$ cat src/rtl/drum_audio_streamer.sv
// Captures one tap row of the drum solver stream per time step, converts 1.17 to
// 16-bit audio and streams it to the codec through a small FIFO with overflow drop.
module drum_audio_streamer #(
   parameter int unsigned DATA_W     = 18,
   parameter int unsigned ROW_W      = 6,
   parameter int unsigned AUDIO_W    = 16,
   parameter int unsigned FIFO_DEPTH = 8,
   parameter int unsigned CNT_W      = 16
) (
   input  logic                          clk,
   input  logic                          rst,
   input  logic                          sim_valid,
   input  logic [ROW_W-1:0]              sim_row,
   input  logic [DATA_W-1:0]             sim_data,
   input  logic [ROW_W-1:0]              tap_row,
   input  logic [1:0]                    gain_shift,
   input  logic                          stream_en,
   output logic                          aud_valid,
   output logic [AUDIO_W-1:0]            aud_data,
   input  logic                          aud_ready,
   output logic [$clog2(FIFO_DEPTH):0]   fifo_level,
   output logic [CNT_W-1:0]              drop_cnt
);

   localparam int unsigned PTR_W = $clog2(FIFO_DEPTH);
   localparam int unsigned LVL_W = PTR_W + 1;
   localparam int unsigned EXT_W = DATA_W + 3;

   logic                   conv_valid_q, conv_valid_d;
   logic [AUDIO_W-1:0]     conv_data_q, conv_data_d;
   logic [AUDIO_W-1:0]     mem_q [FIFO_DEPTH];
   logic [AUDIO_W-1:0]     mem_d [FIFO_DEPTH];
   logic [PTR_W-1:0]       wr_ptr_q, wr_ptr_d;
   logic [PTR_W-1:0]       rd_ptr_q, rd_ptr_d;
   logic [LVL_W-1:0]       level_q, level_d;
   logic                   aud_valid_q, aud_valid_d;
   logic [AUDIO_W-1:0]     aud_data_q, aud_data_d;
   logic [CNT_W-1:0]       drop_q, drop_d;

   logic signed [EXT_W-1:0]  ext;
   logic signed [EXT_W-1:0]  shifted;
   logic signed [DATA_W-1:0] clamped;
   logic [AUDIO_W-1:0]       conv_sample;
   logic                     capture, full, pop, wr, drop;

   // Gain, saturate to the 1.17 range, then keep the top AUDIO_W bits (truncate).
   always_comb begin
      ext     = {{3{sim_data[DATA_W-1]}}, sim_data};
      shifted = ext <<< gain_shift;
      if ((shifted[EXT_W-1:DATA_W-1] == '0) || (shifted[EXT_W-1:DATA_W-1] == '1)) begin
         clamped = shifted[DATA_W-1:0];
      end else if (shifted[EXT_W-1]) begin
         clamped = {1'b1, {(DATA_W-1){1'b0}}};
      end else begin
         clamped = {1'b0, {(DATA_W-1){1'b1}}};
      end
      conv_sample = AUDIO_W'(clamped >>> (DATA_W - AUDIO_W));
   end

   always_comb begin
      capture      = sim_valid && stream_en && (sim_row == tap_row);
      full         = (level_q == LVL_W'(FIFO_DEPTH));
      pop          = (level_q != '0) && (!aud_valid_q || aud_ready);
      wr           = conv_valid_q && (!full || pop);
      drop         = conv_valid_q && full && !pop;

      conv_valid_d = capture;
      conv_data_d  = capture ? conv_sample : conv_data_q;

      mem_d        = mem_q;
      wr_ptr_d     = wr_ptr_q;
      rd_ptr_d     = rd_ptr_q;
      level_d      = level_q + LVL_W'(wr) - LVL_W'(pop);
      aud_valid_d  = aud_valid_q;
      aud_data_d   = aud_data_q;
      drop_d       = drop_q;

      if (wr) begin
         mem_d[wr_ptr_q] = conv_data_q;
         wr_ptr_d        = wr_ptr_q + PTR_W'(1);
      end
      if (pop) begin
         rd_ptr_d    = rd_ptr_q + PTR_W'(1);
         aud_valid_d = 1'b1;
         aud_data_d  = mem_q[rd_ptr_q];
      end else if (aud_valid_q && aud_ready) begin
         aud_valid_d = 1'b0;
      end
      if (drop && (drop_q != '1)) begin
         drop_d = drop_q + CNT_W'(1);
      end
   end

   always_ff @(posedge clk or negedge rst) begin
      if (!rst) begin
         conv_valid_q <= 1'b0;
         conv_data_q  <= '0;
         for (int i = 0; i < int'(FIFO_DEPTH); i++) mem_q[i] <= '0;
         wr_ptr_q     <= '0;
         rd_ptr_q     <= '0;
         level_q      <= '0;
         aud_valid_q  <= 1'b0;
         aud_data_q   <= '0;
         drop_q       <= '0;
      end else begin
         conv_valid_q <= conv_valid_d;
         conv_data_q  <= conv_data_d;
         mem_q        <= mem_d;
         wr_ptr_q     <= wr_ptr_d;
         rd_ptr_q     <= rd_ptr_d;
         level_q      <= level_d;
         aud_valid_q  <= aud_valid_d;
         aud_data_q   <= aud_data_d;
         drop_q       <= drop_d;
      end
   end

   assign aud_valid  = aud_valid_q;
   assign aud_data   = aud_data_q;
   assign fifo_level = level_q;
   assign drop_cnt   = drop_q;

endmodule

$ cat config.mk
export PLATFORM = sky130hd
export DESIGN_NAME = drum_audio_streamer
export DESIGN_NICKNAME = d
export VERILOG_FILES = /design/src/rtl/drum_audio_streamer.sv
export SDC_FILE = /design/constraint.sdc
export NUM_CORES = 1
export LEC_CHECK = 0
export ABC_AREA = 0
export BUFFER_PORTS_ARGS = -buffer_cell sky130_fd_sc_hd__clkbuf_2
export CAP_MARGIN = 40
export CORE_MARGIN = 1
export CORE_UTILIZATION = 35
export CTS_CLUSTER_DIAMETER = 60
export CTS_CLUSTER_SIZE = 28
export DETAILED_ROUTE_END_ITERATION = 10
export GPL_ROUTABILITY_DRIVEN = 0
export MAX_ROUTING_LAYER = met4
export PLACE_DENSITY = 0.58
export SYNTH_ARGS = -nofsm -noshare
export SYNTH_HDL_FRONTEND = slang
export SYNTH_SLANG_ARGS = --single-unit
$ cat constraint.sdc
create_clock -name clk -period 2.4 [get_ports clk]
set_input_delay 0.12 -clock clk [delete_from_list [all_inputs] [get_ports clk]]
set_output_delay 0.12 -clock clk [all_outputs]
set_load 0.02 [all_outputs]
==> results.yml <==
yosys:
  synthArstFlopShare: 1.000
  dominantRegCellSynth: "dfrtp_1"
  synth_nets: 657
  yosysUniqueCellTypes: 43
  synth_edf_count: 0
  yosysSeqAreaShare: 0.5331
  ys_ff_latch: 188
  syn_inst: 610
  synth_area_sq_mm: 0.008825
  synth_warnings: 0
  avgSynthCellArea_sq_um: 14.47
cts:
  clkSinkCount: 188
  clock_latency_ps: 430
  numCtsBuffers: 17
  ctsResizeCount: 0
  post_cts_buffers: 0
  clockBufferDepth: 2
  clk_pin_slew_ps: 70
  tritoncts: "done"
  root_buffer: "clkbuf_16"
  htreeDepth: 4
detailed_routing:
  detail-route-antenna-nets: 0
  vias: 5249
  drc: 0
  drt_wl_total_mm: 18.71
  routedWlPerCell_microns: 18.07
  routed_via_density: 5.071
  first_pass_iters: 4
  drtIter0Drc: 257
floorplanning:
  die_w_microns: 160.8
  rows: 57
  dieArea_sq_mm: 0.02585
  start_util: 0.3597
  core-area_sq_mm: 0.02453
  die_y_microns: 160.8
  io_pins: 74
critical_path:
  startpoint: "fifo_level[2]$_DFF_PN0_"
  critPathRequiredTime_ps: 2720
  reg2reg_from: "fifo_level[2]$_DFF_PN0_"
  worstSetupEndpoint: "fifo_level[2]$_DFF_PN0_"
  regToRegEndpoint: "fifo_level[2]$_DFF_PN0_"
  criticalPathCategory: "flip-flop to flip-flop"
  cp-end-kind: "flip-flop"
  crit_fanout: 4
  ff2ff_setup_slack_ps: 150
  setup.worst_path.start_class: "flip-flop"
  cp.arrival_ps: 2570
  r2r_cells: 10
finish:
  diodes: 0
  area_growth_pct: 17.67
  layout-drive-gt1-share: 0.4515
  fillCellCount: 2259
  final_common_cell: "dfrtp_1"
  area.sequential_sq_mm: 0.004706
  fin_nets: 745
  layout_common_cells: "dfrtp_1, mux2_2, clkbuf_2, mux4_2"
  multi_input_comb_area_sq_mm: 0.003899
  fin_area_sq_mm: 0.01038
sta:
  rsz0062_at_grt: "false"
  worst_pin_slew_ps: 809.6
  setup_tns_ps: 0
  relSlewSlack: 0.4602
  min_period_over_period: 0.9357
  fin_skew_ps: 11.07
  slew_viol_final: 0
  hold_viol_final: 0
  fmax_mhz: 445.3
  period_minus_slack_ps: 2246
  setup_viol: 0
grt:
  antenna_found_initial: 0
  grt_pass1_wl_mm: 31.14
  grt_pass1_vias: 5667
  grt_max_degree: 78
  grt_util_all_layers: 0.1605
  grt_overflow: 0
power_and_ir_drop:
  finalPower_mw: 8.588
  p_leak_nw: 4.943
  vdd_drop_max_v: 0.0004333
  power_density_mw_per_mm2: 827.0
status:
  status: "completed"
job:
  drv_cap: 0
place:
  io_buffers: 73
  dp_hpwl_mm: 12.66
  postPlaceCellArea_sq_mm: 0.009732
min_path:
  min-delay-path-class: "input pin to flip-flop"
  hp-start: "aud_ready"
flip-flops by register name (all words and copies together) (netlist names):
register and flops:
conv_data_q 16, wr_ptr_q 3, rd_ptr_q 3, aud_data 16
fifo_level 4, drop_cnt 16, conv_valid_q 1, aud_valid 1
mem_q 128
metal layers:
layer	GRT usage	vias up	routed length, microns	share of wire
li1	-	2398	-	-
met1	0.2048	2736	8562	0.46
met2	0.2611	99	9369	0.50
met3	0.03332	16	602	0.032
met4	0.03988	0	172	0.0092
met5	-	-	0	0
cell usage after synthesis (2+ instances only):
master | instances | area, sq um
nor2b_1 | 3 | 18.77
clkbuf_1 | 9 | 33.78
xor2_1 | 7 | 61.31
inv_1 | 8 | 30.03
dfrtp_1 | 188 | 4705
mux2_2 | 131 | 1475
nand2_2 | 2 | 12.51
a21oi_1 | 34 | 170.2
a21o_1 | 2 | 15.01
nor3_1 | 4 | 20.02
nor2_2 | 3 | 18.77
nor2_1 | 33 | 123.9
nand2b_1 | 16 | 100.1
ha_1 | 9 | 112.6
nand3b_1 | 3 | 22.52
mux4_2 | 45 | 1013
nand4_1 | 7 | 43.79
buf_2 | 9 | 45.04
xnor2_1 | 20 | 175.2
nand3_1 | 8 | 40.04
and4_1 | 3 | 26.28
buf_4 | 9 | 67.56
nand2_1 | 15 | 56.30
buf_6 | 5 | 56.30
mux2i_1 | 17 | 170.2
o21ai_0 | 3 | 15.01
cell type report:
cell class,instances,share of cell area
sequential,188,0.4532
inverter,8,0.002892
clock inverter,13,0.01819
timing repair buffer,101,0.06856
multi-input combinational,382,0.3755
tap,324,0.03904
clock buffer,19,0.04266
cells by family after synthesis:
group / Yosys count / share of synthesized area
buf+inv: 40 / 0.02637
simple gates: 105 / 0.06579
compound gates: 47 / 0.03162
fa+ha+maj: 10 / 0.01503
mux: 193 / 0.3013
flops: 188 / 0.5331
xor+xnor: 27 / 0.02680
metrics by stage:
stage                     cells  hold slack (ps)    util  setup slack (ps)
after global placement     1001            195.3  0.3967             209.3
after detailed placement   1001            208.5  0.3967             165.3
after global routing       1035            48.66  0.4232            0.6826
after CTS                  1035            42.77  0.4232             135.8
after floorplan             610           -175.6       -             23.89
final                      1035            55.50  0.4232             154.3
report_power, final:
part	switching [mW]	total [mW]	internal [mW]
clock network	1.23	3.01	1.78
logic	0.989	1.79	0.799
registers	0.380	3.79	3.41
critical path: stages, from the launching register on:
cell      delay, ps
dfrtp_1         340
inv_1            70
ha_1            300
o211ai_4        210
nand2_1         130
ha_1            300
inv_1            50
ha_1            150
inv_1            60
fa_1            380
xnor2_1         140
repair_timing:
item	4_1_cts	5_1_grt
hold endpoints to repair	72	0
hold buffers	2	0
setup endpoints to repair	0	0
how the worst min path moves through the flow:
| stage | endpoint | slack, ps | cells after the start |
|---|---|---|---|
| floorplan | aud_data[0]$_DFFE_PN0P_ | -180 | 0 |
| global placement | drop_cnt[10]$_DFFE_PN0P_ | 200 | 1 |
| detailed placement | drop_cnt[10]$_DFFE_PN0P_ | 210 | 1 |
| CTS | aud_valid$_DFFE_PN0P_ | 40 | 3 |
| global route | aud_valid$_DFFE_PN0P_ | 50 | 3 |
| finish | aud_valid$_DFFE_PN0P_ | 60 | 3 |
Power figures use the tool's default switching activity.
